`src/rtl/usb2_ep_ctrl.sv`:
```
// usb2_ep_ctrl: per-endpoint buffer/toggle status between the USB 2.0 packet handler and application.
// Optional macro USB2_EP_STATS_EN adds per-endpoint commit+arm counters on app_stat_cnt.
module usb2_ep_ctrl #(
  parameter int          NUM_EP   = 4,
  parameter logic [31:0] EP_MODES = 32'h000000A8,
  parameter int          MAX_PKT  = 512
) (
  input  logic        phy_clk,
  input  logic        reset,
  input  logic [3:0]  sel_endp,
  input  logic        buf_in_commit,
  input  logic [10:0] buf_in_commit_len,
  output logic        buf_in_commit_ack,
  output logic        buf_in_ready,
  input  logic        buf_out_arm,
  output logic        buf_out_arm_ack,
  output logic        buf_out_hasdata,
  output logic [10:0] buf_out_len,
  output logic [1:0]  endp_mode,
  input  logic        data_toggle_act,
  output logic [1:0]  data_toggle,
  input  logic [3:0]  app_ep,
  input  logic [1:0]  app_op,
  input  logic [10:0] app_len,
  input  logic        app_req,
  output logic        app_ack,
  output logic        app_rx_full,
  output logic [10:0] app_rx_len,
  output logic        err_overrun,
  output logic        err_bad_ep
`ifdef USB2_EP_STATS_EN
  ,
  output logic [15:0] app_stat_cnt
`endif
);
  typedef enum logic [1:0] {IDLE, EXEC, ACK} app_st_e;
  localparam logic [4:0]  NEP  = 5'(NUM_EP);
  localparam logic [10:0] MAXL = 11'(MAX_PKT);
  // State is held for all 16 addresses; entries >= NUM_EP are never written and stay zero.
  logic [15:0] rx_full_q, rx_full_d, tx_loaded_q, tx_loaded_d, tog_q, tog_d;
  logic [10:0] rx_len_q [16];
  logic [10:0] rx_len_d [16];
  logic [10:0] tx_len_q [16];
  logic [10:0] tx_len_d [16];
  app_st_e     st_q, st_d;
  logic        ovr_q, ovr_d, bad_q, bad_d;
  logic        cack_q, aack_q, ready_q, hasdata_q, arx_full_q;
  logic [10:0] olen_q, arx_len_q;
  logic [1:0]  mode_q, tog_out_q;
  logic        sel_ok, app_ok, conflict;
`ifdef USB2_EP_STATS_EN
  logic [15:0] cnt_q [16];
  logic [15:0] cnt_d [16];
  logic [15:0] stat_q;
`endif

  function automatic logic [1:0] mode_of(input logic [3:0] e);
    return (e == 4'd0) ? 2'b00 : ({1'b0, e} >= NEP) ? 2'b10 : EP_MODES[{e, 1'b0} +: 2];
  endfunction

  assign sel_ok   = {1'b0, sel_endp} < NEP;
  assign app_ok   = {1'b0, app_ep} < NEP;
  assign conflict = sel_ok && (sel_endp == app_ep) && (buf_in_commit || buf_out_arm || data_toggle_act);

  always_comb begin
    rx_full_d   = rx_full_q;
    tx_loaded_d = tx_loaded_q;
    tog_d       = tog_q;
    rx_len_d    = rx_len_q;
    tx_len_d    = tx_len_q;
    st_d        = st_q;
    ovr_d       = ovr_q;
    bad_d       = bad_q | (!sel_ok && (buf_in_commit || buf_out_arm || data_toggle_act));
`ifdef USB2_EP_STATS_EN
    cnt_d = cnt_q;
    if (sel_ok)
      cnt_d[sel_endp] = cnt_q[sel_endp] + 16'(buf_in_commit) + 16'(buf_out_arm);
`endif
    if (sel_ok && buf_in_commit) begin
      ovr_d = ovr_q | rx_full_q[sel_endp];
      rx_full_d[sel_endp] = 1'b1;
      rx_len_d[sel_endp]  = buf_in_commit_len;
    end
    if (sel_ok && buf_out_arm)
      tx_loaded_d[sel_endp] = 1'b0;
    if (sel_ok && data_toggle_act)
      tog_d[sel_endp] = (mode_of(sel_endp) == 2'b01) ? 1'b0 : ~tog_q[sel_endp];
    case (st_q)
      IDLE: st_d = app_req ? EXEC : IDLE;
      EXEC: if (!conflict) begin
        st_d = ACK;
        if (!app_ok) bad_d = 1'b1;
        else case (app_op)
          2'd1: rx_full_d[app_ep] = 1'b0;
          2'd2: begin
            tx_loaded_d[app_ep] = 1'b1;
            tx_len_d[app_ep]    = (app_len > MAXL) ? MAXL : app_len;
          end
          2'd3: tog_d[app_ep] = 1'b0;
          default: ;
        endcase
      end
      default: st_d = IDLE;
    endcase
  end

  always_ff @(posedge phy_clk) begin
    if (reset) begin
      st_q        <= IDLE;
      rx_full_q   <= '0;
      tx_loaded_q <= '0;
      tog_q       <= '0;
      rx_len_q    <= '{default: '0};
      tx_len_q    <= '{default: '0};
      ovr_q       <= 1'b0;
      bad_q       <= 1'b0;
      cack_q      <= 1'b0;
      aack_q      <= 1'b0;
      ready_q     <= 1'b0;
      hasdata_q   <= 1'b0;
      olen_q      <= '0;
      mode_q      <= '0;
      tog_out_q   <= '0;
      arx_full_q  <= 1'b0;
      arx_len_q   <= '0;
`ifdef USB2_EP_STATS_EN
      cnt_q       <= '{default: '0};
      stat_q      <= '0;
`endif
    end else begin
      st_q        <= st_d;
      rx_full_q   <= rx_full_d;
      tx_loaded_q <= tx_loaded_d;
      tog_q       <= tog_d;
      rx_len_q    <= rx_len_d;
      tx_len_q    <= tx_len_d;
      ovr_q       <= ovr_d;
      bad_q       <= bad_d;
      cack_q      <= sel_ok & buf_in_commit;
      aack_q      <= sel_ok & buf_out_arm;
      ready_q     <= sel_ok & ~rx_full_d[sel_endp];
      hasdata_q   <= sel_ok & tx_loaded_d[sel_endp];
      olen_q      <= sel_ok ? tx_len_d[sel_endp] : 11'd0;
      mode_q      <= mode_of(sel_endp);
      tog_out_q   <= {1'b0, sel_ok & tog_d[sel_endp]};
      arx_full_q  <= app_ok & rx_full_d[app_ep];
      arx_len_q   <= app_ok ? rx_len_d[app_ep] : 11'd0;
`ifdef USB2_EP_STATS_EN
      cnt_q       <= cnt_d;
      stat_q      <= app_ok ? cnt_d[app_ep] : 16'd0;
`endif
    end
  end

  assign buf_in_commit_ack = cack_q;
  assign buf_out_arm_ack   = aack_q;
  assign buf_in_ready      = ready_q;
  assign buf_out_hasdata   = hasdata_q;
  assign buf_out_len       = olen_q;
  assign endp_mode         = mode_q;
  assign data_toggle       = tog_out_q;
  assign app_ack           = (st_q == ACK);
  assign app_rx_full       = arx_full_q;
  assign app_rx_len        = arx_len_q;
  assign err_overrun       = ovr_q;
  assign err_bad_ep        = bad_q;
`ifdef USB2_EP_STATS_EN
  assign app_stat_cnt      = stat_q;
`endif
endmodule

```
`config.mk`:
```
export PLATFORM = sky130hd
export DESIGN_NAME = usb2_ep_ctrl
export DESIGN_NICKNAME = d
export VERILOG_FILES = /design/src/rtl/usb2_ep_ctrl.sv
export SDC_FILE = /design/constraint.sdc
export NUM_CORES = 1
export LEC_CHECK = 0
export BUFFER_PORTS_ARGS = -buffer_cell sky130_fd_sc_hd__buf_4
export CORE_MARGIN = 1
export CORE_UTILIZATION = 25
export DETAILED_ROUTE_END_ITERATION = 16
export PLACE_DENSITY = 0.4
export SYNTH_ARGS = -nofsm -noshare
export SYNTH_HDL_FRONTEND = slang
export SYNTH_SLANG_ARGS = --single-unit
```
`constraint.sdc`:
```
create_clock -name phy_clk -period 3.6 [get_ports phy_clk]
set_input_delay 0.18 -clock phy_clk [delete_from_list [all_inputs] [get_ports phy_clk]]
set_output_delay 0.18 -clock phy_clk [all_outputs]
set_load 0.05 [all_outputs]
```
# ---- Word level (Yosys, flattened, before mapping)
# Index checks and enable logic that the tools add are counted.
dict set report word_totals {
  reg_bits 435
  in_bits 38
  output_inout_bits 34
  wordCells 166
}
dict set report op_classes {
  n_lt_le_gt_ge 12
  eq_ne 8
  shifts 1
  mux 59
  bitwise 21
  n_reduce_logical 17
}
# operator count
set op_table {}
lappend op_table {{two-way mux 176 bit} 5}
lappend op_table {{bitwise mux 176 bit} 2}
lappend op_table {{two-way mux 16 bit} 15}
lappend op_table {{binary-select mux 11 bit (select 4 bit)} 2}
lappend op_table {{demux 11 bit (select 4 bit)} 2}
lappend op_table {{two-way mux 11 bit} 7}
lappend op_table {{AND 16 bit} 3}
lappend op_table {{NOT 16 bit} 2}
lappend op_table {{bitwise OR 16 bit} 2}
lappend op_table {{indexed part select 32 x 6 -> 2 bit, first input constant} 1}
lappend op_table {{binary-select mux 1 bit (select 4 bit)} 6}
lappend op_table {{bitwise mux 16 bit} 1}
lappend op_table {{two-way mux 1 bit} 13}
lappend op_table {{> comparator 11 x 10 -> 1 bit, second input constant} 1}
lappend op_table {{greater-or-equal comparator 5 bit, second input constant} 2}
lappend op_table {{logical AND 1 bit} 10}
lappend op_table {{< comparator 4 x 5 -> 1 bit, second input constant} 2}
lappend op_table {{< comparator 5 x 1 -> 1 bit, second input constant} 2}
lappend op_table {{NOT 4 -> 5 bit} 2}
lappend op_table {{demux 1 bit (select 4 bit)} 2}
lappend op_table {{greater-or-equal comparator 4 x 1 -> 1 bit, second input constant} 2}
lappend op_table {{< comparator 4 x 3 -> 1 bit, second input constant} 2}
lappend op_table {{AND 1 bit} 6}
lappend op_table {{== test 2 x 1 -> 1 bit, second input constant} 3}
lappend op_table {{13 further kinds} 23}

# ---- Logic depth before layout (Yosys ltp)
dict set report depth {
  word_depth 15
  ltp_mapped 9
  mapped_depth_nobuf 6
}

# ---- Worst setup path after synthesis
# OpenSTA, ideal clock, no wires.
dict set report synth_timing {
  path_kind {register to register}
  start {register st_q[1]}
  end {register olen_q[8] (netlist: buf_out_len[8])}
  setup_time_ps 115
  t_arrival_ps 1846
  t_required_ps 3485
  path_slack_ps 1639
  stages_incl_launch_ff 9
  n_path_buf 2
  synth_period_minus_slack_ps 1961
  path_cell_list {dfxtp_1 -> nor4b_2 -> and3b_2 -> and3_1 -> buf_2 -> buf_6 -> mux2i_1 -> o221ai_2 -> o21a_1}
}
dict set report synth_between {
  elab_chain_len 5
}
# item line_no
set synth_rtl {}
lappend synth_rtl {{start, declared} 45} ;# app_st_e st_q, st_d;
lappend synth_rtl {{start signal, assigned} 131} ;# st_q <= st_d;
lappend synth_rtl {{== test 2 x 1 -> 1 bit} 88} ;# case (st_q)
lappend synth_rtl {{two-way mux 176 bit} 88}
lappend synth_rtl {{binary-select mux 11 bit (select 4 bit)} 143} ;# olen_q <= sel_ok ? tx_len_d[sel_endp] : 11'd0;
lappend synth_rtl {{two-way mux 11 bit (not written as such) (2 in series)} 143}
lappend synth_rtl {{end signal, assigned} 143}
lappend synth_rtl {{end, declared} 48} ;# logic [10:0] olen_q, arx_len_q;
# Every way passes these cells. The select of a mux whose other input is x is not followed.
# A chain may end at the register's enable or synchronous reset.

# ---- Worst setup path in the final report
dict set report layout_timing {
  start {register st_q[1]}
  end {register olen_q[7] (netlist: buf_out_len[7])}
}
# Same word-level chain as after synthesis.

==> results.cfg <==
[yosys]
synth_compound_area_frac = 0.0665
muxShareOfSynthArea = 0.196
synth.yosys.warnings = 0
synth_area_per_cell_um2 = 11.3
post_synth_num_cell_types = 59
synth_top_family_by_area = multiplexers
async_flop_share = 0
yosys.area_share.simple = 0.167
yosys_most_used_dff = dfxtp_1
synth_area_um2 = 10200
yosysSeqAreaShare = 0.521
synth-edff-count = 0
synthCells = 899
synth-adder-area-share = 0
ys_ff_latch = 265
synth-xor-area-share = 0.00418

[clock_network]
clkTransAtPathRegs_ps = 60
htreeDepth = 1
cts.sinks = 265
postCtsSetupBuffers = 0
clock_latency_ps = 570
tritoncts = done
root_buffer = clkbuf_16
cts_buffer_depth = 3
numCtsBuffers = 30

[sta]
max_slew_margin = 0.264
hold_slack_ps = 79.4
finClkSkew_ps = 22.0
rsz0062_at_grt = no
fin_ws_ps = 1160
worst_slew_pin_slew_ps = 1100
tns_ps = 0
hold_viol_final = 0
period_share = 0.677
final_max_slew_viol_count = 0
setup_viol = 0
clock.fmax_ghz = 0.411
fin_crit_ps = 2440

[pwr]
comb_power_share = 0.051
p_per_area_nw_per_um2 = 513
power_frac_seq = 0.472
ir_drop_mv = 0.297
clkPwrFrac = 0.477
swShare = 0.227
p_int_w = 0.00484
p_sw_w = 0.00142
leakage_nw = 4.83

[floorplanning]
start_util = 0.255
core-area_um2 = 39900
placementRows = 73
die_x_um = 204
fp.dieArea_um2 = 41500
die_h_um = 204
io-pin-count = 72

[critical_path]
worstSetupEndpointType = register
critPathLaunchType = register
cp.required_ps = 4070
critPathArrivalTime_ps = 2900
crit_path_start = st_q[1]
critical_path_class = register to register
r2r-start = st_q[1]
critPathMaxFanout = 8

[routing]
wl_met1_um = 12400
drtAntennaViolNets = 0
vias = 6427
routed_wl_um = 24200
dr.max_layer_used = met4
drc = 0
vias_per_cell = 4.28
drtIter0Drc = 275
post_drt_wl_per_cell_um = 16.1
dr_wl_met3_um = 1020
wl_met2_um = 10400
drt_pass1_iterations = 4

[min_path]
hold_start = reset
hold_class = input pin to register

[layout]
fillCellCount = 4086
finalNetCount = 993
final_cell_mix = dfxtp_1, nor2b_1, nor2_1, mux2i_1, buf_4
diodes = 0
drive_gt1_frac = 0.200
layout_commonest_cell = dfxtp_1
area_delta_synth_final_pct = 19.9
final_util = 0.306
finalInstanceArea_um2 = 12200

[placement]
portBuffers = 69
dp_hpwl_um = 14800
gp_congestion = 0.683
post_dp_cell_area_um2 = 11000
pre_cts_ws_ps = 1030

[grt]
grt_pass1_vias = 6445
grt_pass1_wl_um = 38500
grt_use_total = 0.119
antenna_found_initial = 0
grt_max_degree = 82
overflow = 0

[flow_run]
maxCapViolCount = 0

[status]
outcome = complete, no violations
==> flip-flops by register name (all words and copies together) (netlist names), 2 cells and up <==
register and flops:
buf_out_len 11, tx_len_q 164, app_rx_len 11, st_q 2
tog_q 16, rx_full_q 4, tx_loaded_q 4, rx_len_q 44
==> per-layer routing <==
layer	up-vias	global-route usage
met3	36	0.0230
met1	3060	0.173
met4	0	0.0325
met5	-	0
met2	94	0.176
li1	3237	-
==> what timing repair did <==
action	in CTS	in global routing
hold buffers	19	0
setup endpoints to repair	0	0
resized for setup	0	0
hold endpoints to repair	52	0
==> power groups by stage <==
stage	Sequential (W)	Combinational, W	Clock (W)
global route	0.00295	0.000349	0.00324
finish	0.00295	0.000319	0.00299
CTS	0.00295	0.000328	0.00311
detailed placement	0.00302	0.000310	0
global placement	0.00302	0.000313	0
floorplan	0.00303	0.000195	0
==> final timing paths <==
check | to | depth (start not counted) | slack, ps
min | rx_len_q[166] | 2 | 80
max reg2reg | buf_out_len[7] | 7 | 1160
min reg2reg | tx_len_q[153] | 2 | 430
max | buf_out_len[7] | 7 | 1160
==> cells in the mapped netlist, drive strengths merged (2+ instances only) <==
library cell | instances | area [um^2]
xnor2 | 3 | 33.8
nor3 | 2 | 10.0
a21oi | 19 | 95.1
o21a | 8 | 60.1
a31oi | 5 | 31.3
and2 | 13 | 81.3
mux2i | 89 | 891
o21ai | 7 | 35.0
a22oi | 7 | 57.6
nand3 | 5 | 25.0
mux2 | 8 | 93.8
inv | 4 | 15.0
nor4b | 2 | 23.8
or2 | 3 | 18.8
o221ai | 9 | 85.1
a22o | 2 | 17.5
clkbuf | 45 | 173
nand4 | 2 | 42.5
a2111oi | 3 | 26.3
o211ai | 4 | 30.0
a221oi | 2 | 17.5
nor3b | 4 | 30.0
a211oi | 10 | 80.1
and3 | 6 | 37.5
nor2 | 114 | 433
a311oi | 4 | 35.0
mux4 | 45 | 1010
dfxtp | 265 | 5310
nor2b | 139 | 870
o31a | 2 | 17.5
o22ai | 8 | 50.1
buf | 32 | 268
or3 | 3 | 18.8
nand2 | 15 | 63.8
==> through the flow <==
stage               total power [W]  instances
CTS                         0.00639       1503
detailed placement          0.00333       1429
global route                0.00654       1503
floorplan                   0.00323        900
finish                      0.00626       1503
global placement            0.00333       1429
==> layout make-up <==
type | instances | area [um^2] | area share
well taps | 525 | 657 | 0.0538
multi-input cells | 554 | 4430 | 0.363
inverters | 4 | 15.0 | 0.00123
repair buffers | 100 | 815 | 0.0667
flip-flops and latches | 265 | 5310 | 0.435
clock inverters | 7 | 88.8 | 0.00728
clock buffers | 48 | 898 | 0.0736
==> cells by family after synthesis <==
group | Yosys count
flops | 265
other cells | 1
xor+xnor | 4
mux | 142
compound gates | 94
simple gates | 312
buf+inv | 81
==> worst max-delay path, stage by stage (launching register included) <==
cell and delay, ps:
dfxtp_1 350, nor4b_2 380, and3b_2 300, and3_1 440, buf_4 280, mux2i_1 250, o221ai_1 130, o21a_1 220
No activity file was read; power rests on OpenSTA's default activity.
